**src/rtl/dircc_gals_compute_engine_if.sv**
```systemverilog
// State-RAM and send-path signals of the GALS heat compute engine.
// The engine drives this interface as master; the RAM and send handler sit on the slave side.
interface dircc_gals_compute_engine_if #(
  parameter int ADDR_W  = 2,
  parameter int TEMP_W  = 16,
  parameter int ITER_W  = 16,
  parameter int STATE_W = 53
);
  logic               mem_rd_en;
  logic [ADDR_W-1:0]  mem_rd_addr;
  logic [STATE_W-1:0] mem_rd_data;
  logic               mem_wr_en;
  logic [ADDR_W-1:0]  mem_wr_addr;
  logic [STATE_W-1:0] mem_wr_data;
  logic               send_valid;
  logic               send_ready;
  logic [ADDR_W-1:0]  send_addr;
  logic [TEMP_W-1:0]  send_temp;
  logic [ITER_W-1:0]  send_iter;

  modport master (
    output mem_rd_en, mem_rd_addr,
    input  mem_rd_data,
    output mem_wr_en, mem_wr_addr, mem_wr_data,
    output send_valid,
    input  send_ready,
    output send_addr, send_temp, send_iter
  );

  modport slave (
    input  mem_rd_en, mem_rd_addr,
    output mem_rd_data,
    input  mem_wr_en, mem_wr_addr, mem_wr_data,
    input  send_valid,
    output send_ready,
    input  send_addr, send_temp, send_iter
  );
endinterface

```
**src/rtl/dircc_gals_compute_engine.sv**
```systemverilog
// Compute handler for the GALS heat PE: sweeps local devices, averages neighbour sums, writes back and sends.
// Optional statistics counters are enabled with `define DIRCC_COMPUTE_STATS_EN.
module dircc_gals_compute_engine #(
  parameter int NUM_DEVICES = 4,
  parameter int ADDR_W      = 2,
  parameter int TEMP_W      = 16,
  parameter int NEIGH_LOG2  = 2,
  parameter int CNT_W       = 3,
  parameter int SUM_W       = 18,
  parameter int ITER_W      = 16
) (
  input  logic              clk,
  input  logic              reset,
  input  logic              start,
  input  logic [ITER_W-1:0] max_iter,
  output logic              busy,
  output logic              done,
`ifdef DIRCC_COMPUTE_STATS_EN
  output logic [31:0]       stat_updates,
  output logic [31:0]       stat_stalls,
`endif
  dircc_gals_compute_engine_if.master bus
);

  localparam int STATE_W    = ITER_W + CNT_W + SUM_W + TEMP_W;
  localparam int NEIGHBOURS = 1 << NEIGH_LOG2;

  typedef enum logic [2:0] {
    S_IDLE, S_RD, S_CAP, S_EVAL, S_WR, S_SEND, S_NEXT, S_DONE
  } state_t;

  state_t             state_q, state_d;
  logic [ADDR_W-1:0]  idx_q, idx_d;
  logic [ITER_W-1:0]  iter_q, iter_d;
  logic [CNT_W-1:0]   count_q, count_d;
  logic [SUM_W-1:0]   sum_q, sum_d;

  logic [TEMP_W-1:0]  new_temp;
  logic [ITER_W-1:0]  iter_next;
  logic               dev_ready;

  // Over-full counts are treated as ready, so compare with >= rather than ==.
  assign new_temp  = TEMP_W'(sum_q >> NEIGH_LOG2);
  assign iter_next = iter_q + ITER_W'(1);
  assign dev_ready = (count_q >= CNT_W'(NEIGHBOURS)) && (iter_q < max_iter);

  always_comb begin
    state_d = state_q;
    idx_d   = idx_q;
    iter_d  = iter_q;
    count_d = count_q;
    sum_d   = sum_q;
    case (state_q)
      S_IDLE: begin
        if (start) begin
          idx_d   = '0;
          state_d = S_RD;
        end
      end
      S_RD:   state_d = S_CAP;
      S_CAP: begin
        iter_d  = bus.mem_rd_data[STATE_W-1 -: ITER_W];
        count_d = bus.mem_rd_data[TEMP_W+SUM_W +: CNT_W];
        sum_d   = bus.mem_rd_data[TEMP_W +: SUM_W];
        state_d = S_EVAL;
      end
      S_EVAL: state_d = dev_ready ? S_WR : S_NEXT;
      S_WR:   state_d = S_SEND;
      S_SEND: begin
        if (bus.send_ready) state_d = S_NEXT;
      end
      S_NEXT: begin
        if (idx_q == ADDR_W'(NUM_DEVICES - 1)) begin
          state_d = S_DONE;
        end else begin
          idx_d   = idx_q + ADDR_W'(1);
          state_d = S_RD;
        end
      end
      S_DONE: state_d = S_IDLE;
      default: state_d = S_IDLE;
    endcase
  end

  always_ff @(posedge clk) begin
    if (reset) begin
      state_q <= S_IDLE;
      idx_q   <= '0;
      iter_q  <= '0;
      count_q <= '0;
      sum_q   <= '0;
    end else begin
      state_q <= state_d;
      idx_q   <= idx_d;
      iter_q  <= iter_d;
      count_q <= count_d;
      sum_q   <= sum_d;
    end
  end

  // Bus fields are gated by state so every output reads zero outside its strobe.
  assign busy            = (state_q != S_IDLE);
  assign done            = (state_q == S_DONE);
  assign bus.mem_rd_en   = (state_q == S_RD);
  assign bus.mem_rd_addr = bus.mem_rd_en ? idx_q : '0;
  assign bus.mem_wr_en   = (state_q == S_WR);
  assign bus.mem_wr_addr = bus.mem_wr_en ? idx_q : '0;
  assign bus.mem_wr_data = bus.mem_wr_en ? {iter_next, CNT_W'(0), SUM_W'(0), new_temp} : '0;
  assign bus.send_valid  = (state_q == S_SEND);
  assign bus.send_addr   = bus.send_valid ? idx_q : '0;
  assign bus.send_temp   = bus.send_valid ? new_temp : '0;
  assign bus.send_iter   = bus.send_valid ? iter_next : '0;

`ifdef DIRCC_COMPUTE_STATS_EN
  logic [31:0] stat_updates_q, stat_updates_d;
  logic [31:0] stat_stalls_q, stat_stalls_d;

  always_comb begin
    stat_updates_d = stat_updates_q;
    stat_stalls_d  = stat_stalls_q;
    if (state_q == S_WR) stat_updates_d = stat_updates_q + 32'd1;
    if ((state_q == S_SEND) && !bus.send_ready) stat_stalls_d = stat_stalls_q + 32'd1;
  end

  always_ff @(posedge clk) begin
    if (reset) begin
      stat_updates_q <= '0;
      stat_stalls_q  <= '0;
    end else begin
      stat_updates_q <= stat_updates_d;
      stat_stalls_q  <= stat_stalls_d;
    end
  end

  assign stat_updates = stat_updates_q;
  assign stat_stalls  = stat_stalls_q;
`endif

endmodule

```
**src/flat_wrapper.sv**
```systemverilog
// flat-port wrapper written by rule: the top's interface ports become plain ports
module dircc_gals_compute_engine_flat 
#(
  parameter int NUM_DEVICES = 4,
  parameter int ADDR_W      = 2,
  parameter int TEMP_W      = 16,
  parameter int NEIGH_LOG2  = 2,
  parameter int CNT_W       = 3,
  parameter int SUM_W       = 18,
  parameter int ITER_W      = 16
)
  (clk, reset, start, max_iter, busy, done, bus_mem_rd_en, bus_mem_rd_addr, bus_mem_rd_data, bus_mem_wr_en, bus_mem_wr_addr, bus_mem_wr_data, bus_send_valid, bus_send_ready, bus_send_addr, bus_send_temp, bus_send_iter);
  dircc_gals_compute_engine_if #(.ADDR_W(ADDR_W), .TEMP_W(TEMP_W), .ITER_W(ITER_W), .STATE_W((ITER_W + CNT_W + SUM_W + TEMP_W))) bus_i ();
  input  logic clk;
  input  logic reset;
  input  logic start;
  input  logic [ITER_W-1:0] max_iter;
  output logic busy;
  output logic done;
  output wire logic [$bits(bus_i.mem_rd_en)-1:0] bus_mem_rd_en;
  output wire logic [$bits(bus_i.mem_rd_addr)-1:0] bus_mem_rd_addr;
  input wire logic [$bits(bus_i.mem_rd_data)-1:0] bus_mem_rd_data;
  output wire logic [$bits(bus_i.mem_wr_en)-1:0] bus_mem_wr_en;
  output wire logic [$bits(bus_i.mem_wr_addr)-1:0] bus_mem_wr_addr;
  output wire logic [$bits(bus_i.mem_wr_data)-1:0] bus_mem_wr_data;
  output wire logic [$bits(bus_i.send_valid)-1:0] bus_send_valid;
  input wire logic [$bits(bus_i.send_ready)-1:0] bus_send_ready;
  output wire logic [$bits(bus_i.send_addr)-1:0] bus_send_addr;
  output wire logic [$bits(bus_i.send_temp)-1:0] bus_send_temp;
  output wire logic [$bits(bus_i.send_iter)-1:0] bus_send_iter;
  assign bus_mem_rd_en = bus_i.mem_rd_en;
  assign bus_mem_rd_addr = bus_i.mem_rd_addr;
  assign bus_i.mem_rd_data = bus_mem_rd_data;
  assign bus_mem_wr_en = bus_i.mem_wr_en;
  assign bus_mem_wr_addr = bus_i.mem_wr_addr;
  assign bus_mem_wr_data = bus_i.mem_wr_data;
  assign bus_send_valid = bus_i.send_valid;
  assign bus_i.send_ready = bus_send_ready;
  assign bus_send_addr = bus_i.send_addr;
  assign bus_send_temp = bus_i.send_temp;
  assign bus_send_iter = bus_i.send_iter;
  dircc_gals_compute_engine #(.NUM_DEVICES(NUM_DEVICES), .ADDR_W(ADDR_W), .TEMP_W(TEMP_W), .NEIGH_LOG2(NEIGH_LOG2), .CNT_W(CNT_W), .SUM_W(SUM_W), .ITER_W(ITER_W)) u_core (.clk(clk), .reset(reset), .start(start), .max_iter(max_iter), .busy(busy), .done(done), .bus(bus_i));
endmodule
```
**config.mk**
```make
export PLATFORM = sky130hd
export DESIGN_NAME = dircc_gals_compute_engine_flat
export DESIGN_NICKNAME = d
export VERILOG_FILES = /design/src/rtl/dircc_gals_compute_engine_if.sv /design/src/rtl/dircc_gals_compute_engine.sv /design/src/flat_wrapper.sv
export SDC_FILE = /design/constraint.sdc
export NUM_CORES = 1
export LEC_CHECK = 0
export BUFFER_PORTS_ARGS = -buffer_cell sky130_fd_sc_hd__buf_2
export CAP_MARGIN = 0
export CORE_ASPECT_RATIO = 0.6
export CORE_UTILIZATION = 35
export DETAILED_ROUTE_END_ITERATION = 8
export PLACE_DENSITY = 0.68
export SYNTH_ARGS = -nofsm -noshare
export SYNTH_HDL_FRONTEND = slang
export SYNTH_SLANG_ARGS = --single-unit
export TNS_END_PERCENT = 50
```
**constraint.sdc**
```tcl
create_clock -name clk -period 2.6 [get_ports clk]
set_clock_uncertainty 0.1 [all_clocks]
set_input_delay 0.52 -clock clk [delete_from_list [all_inputs] [get_ports clk]]
set_output_delay 0.52 -clock clk [all_outputs]
set_load 0.02 [all_outputs]
```
==> metrics.cfg <==
[setup_path]
worst-path-max-fanout=5
cp_top_family=simple AND/OR/NAND/NOR gates
rr_worst_depth=6
cp_num_buf_inv=1
end_kind=output port
criticalPathCategory=flip-flop to output port
crit_chain=and3_4 > and4_2 > and4_1 > xnor2_2 > nor2_1 > buf_2
cp_slowest_stage_delay_ns=0.40
crit_slowest_cell=dfxtp_1
crit_required_ns=1.98
worstPathArrival_ns=1.85
cp.depth=6
startpoint_type=flip-flop

[sta]
rsz0062_at_grt=no
period_minus_slack_ns=2.474
fmax_mhz=404.2
finalHoldViolations=0
tightest_slew_ns=0.7233
relSlewSlack_pct=51.78
final_max_slew_viol_count=0
period_share_pct=95.17
finalSetupTns_ns=0
setup_viol=0

[placement]
port_buffers=127
dp_hpwl_um=5840
routabilityCongestion=0.8200

[final_layout]
fin_nets=586
drive_above_1_share_pct=30.78
n_antenna_cell=0
areaGrowthSynthToFinish_pct=31.80
layout_commonest_cell=buf_2
final_cell_mix=buf_2, nand2_1, a21oi_1

[global_route]
grt_pass1_wl_um=11730
grt_max_degree=39
overflow=0
antenna_found_initial=0
grt_usage_pct=18.78
first_global_vias=2504

[worst_hold_path]
hold_path.class=flip-flop to flip-flop
hold_depth=2

[clocking]
cts_tree=built
post-cts-setup-buffer-count=0
cts.sinks=38
clkLatencyLatePin_ns=0.28
numCtsBuffers=5
root_buffer=clkbuf_16
cts_buffer_depth=2
clk_pin_slew_worst_paths_ns=0.06
htree_levels=2

[flow_run]
cap_violations=0

[route]
wl_um=7418
drcViolationCount=0
ant_nets=0
via_per_inst=4.601
dr.pass1.iters=6
vias=2765
avgRoutedWirePerCell_um=12.34
first_iter_violations=110

[yosys]
synth_area_per_cell_um2=7.003
yosysUniqueCellTypes=35
synth_cells=377
ys_ff_latch=38
synth.cell_area_mm2=0.002640
ys_seq_area_share_pct=28.82
yosys_warnings=0

[die]
die_x_um=114.1
rows=24
die-height_um=69.28
floorplan.initialDensity_pct=36.33
core-area_mm2=0.007267
die_area_mm2=0.007906
num_io_pins=169

[pwr]
p_leak_uw=0.001827
power_uw=1639
p_per_area_mw_per_mm2=471.0
ir_drop_mv=0.2675

[status]
outcome=complete, no violations

==> final timing paths <==
kind,end,startpoint,slack (ns)
max,bus_send_iter[15],u_core.iter_q[4],0.13
min,u_core.sum_q[15],u_core.sum_q[15],0.36
max reg2reg,u_core.state_q[1],u_core.state_q[2],0.68
min reg2reg,u_core.sum_q[15],u_core.sum_q[15],0.36
==> Yosys cell counts, drive strengths merged <==
master,count,area [um^2]
buf,24,183.9
and3,25,156.4
nor2b,3,18.77
xor2,9,78.83
a31oi,1,6.260
a21oi,42,210.2
o2111ai,1,8.760
nand3,8,40.04
nand4,2,12.51
o21a,1,7.510
or4b,1,10.01
inv,20,75.07
nand2,77,289.0
nor3,2,10.01
o21ai,5,25.02
o22a,1,8.760
dfxtp,38,760.7
nand4b,2,17.52
a211oi,2,15.01
o211ai,1,7.510
conb,1,3.750
nand2b,2,12.51
nor2,38,145.1
or3,1,6.260
clkbuf,20,75.07
ha,17,212.7
xnor2,5,43.79
a2111oi,2,23.77
and2,22,140.1
a311oi,1,8.760
and4,3,26.28
==> final cells by class <==
type | instances | area [um^2]
repair buffers | 136 | 703.2
multi-input cells | 295 | 1645
flip-flops and latches | 38 | 763.2
clock inverters | 1 | 30.03
inverters | 20 | 75.07
clock buffers | 7 | 132.6
fillers | 779 | 3787
well taps | 104 | 130.1
==> logic make-up after synthesis <==
kind of cell	Yosys count	share of synthesized area (%)
xor+xnor	14	4.645
simple gates	186	33.51
flops	38	28.82
buf+inv	64	12.65
fa+ha+maj	17	8.057
compound gates	57	12.18
other cells	1	0.1420
==> layer usage <==
metal  part of all wire, %  wire (um)  global-route usage, %  vias to the layer above
met5                     0          0                      0                        -
met4                  0.82         61                  4.762                        0
met3                   6.7        498                  5.857                        7
met2                    44       3274                  29.56                       74
met1                    48       3583                  24.93                     1250
li1                      -          -                      -                     1434
==> worst reg2reg max path: cells and delay by family, from the launching register on <==
family          cells  cell delay (ns)
simple gates        3             0.70
compound gates      2             0.40
flops               1             0.32
buf+inv             1             0.26
==> power breakdown <==
group          internal, uW  switching [uW]
registers               620            43.3
logic                   113             186
clock network           453             223
==> state kept, by name, summed over array words and instances (netlist names) <==
name and flops:
u_core.count_q 1, u_core.iter_q 16, u_core.sum_q 16, u_core.idx_q 2, u_core.state_q 3
==> per-stage QoR <==
step | utilization [%] | hold WS, ns | instance area [um^2] | setup slack [ns] | cells
3_5_place_dp | 45.27 | 0.3590 | 3289 | 0.2925 | 593
4_1_cts | 47.59 | 0.3670 | 3458 | 0.01220 | 601
3_3_place_gp | 45.27 | 0.3499 | 3289 | 0.3196 | 593
6_report | 47.88 | 0.3631 | 3480 | 0.1257 | 601
2_1_floorplan | - | 0.3403 | 2715 | 0.4164 | 397
5_1_grt | 47.88 | 0.3744 | 3480 | 0.02006 | 601
==> repair_timing <==
item	CTS	global route
endpoints found under the setup margin	3	6
hold endpoints to repair	0	0
hold buffers	0	0
gates resized for setup	2	6
No activity file was read; power rests on OpenSTA's default activity.
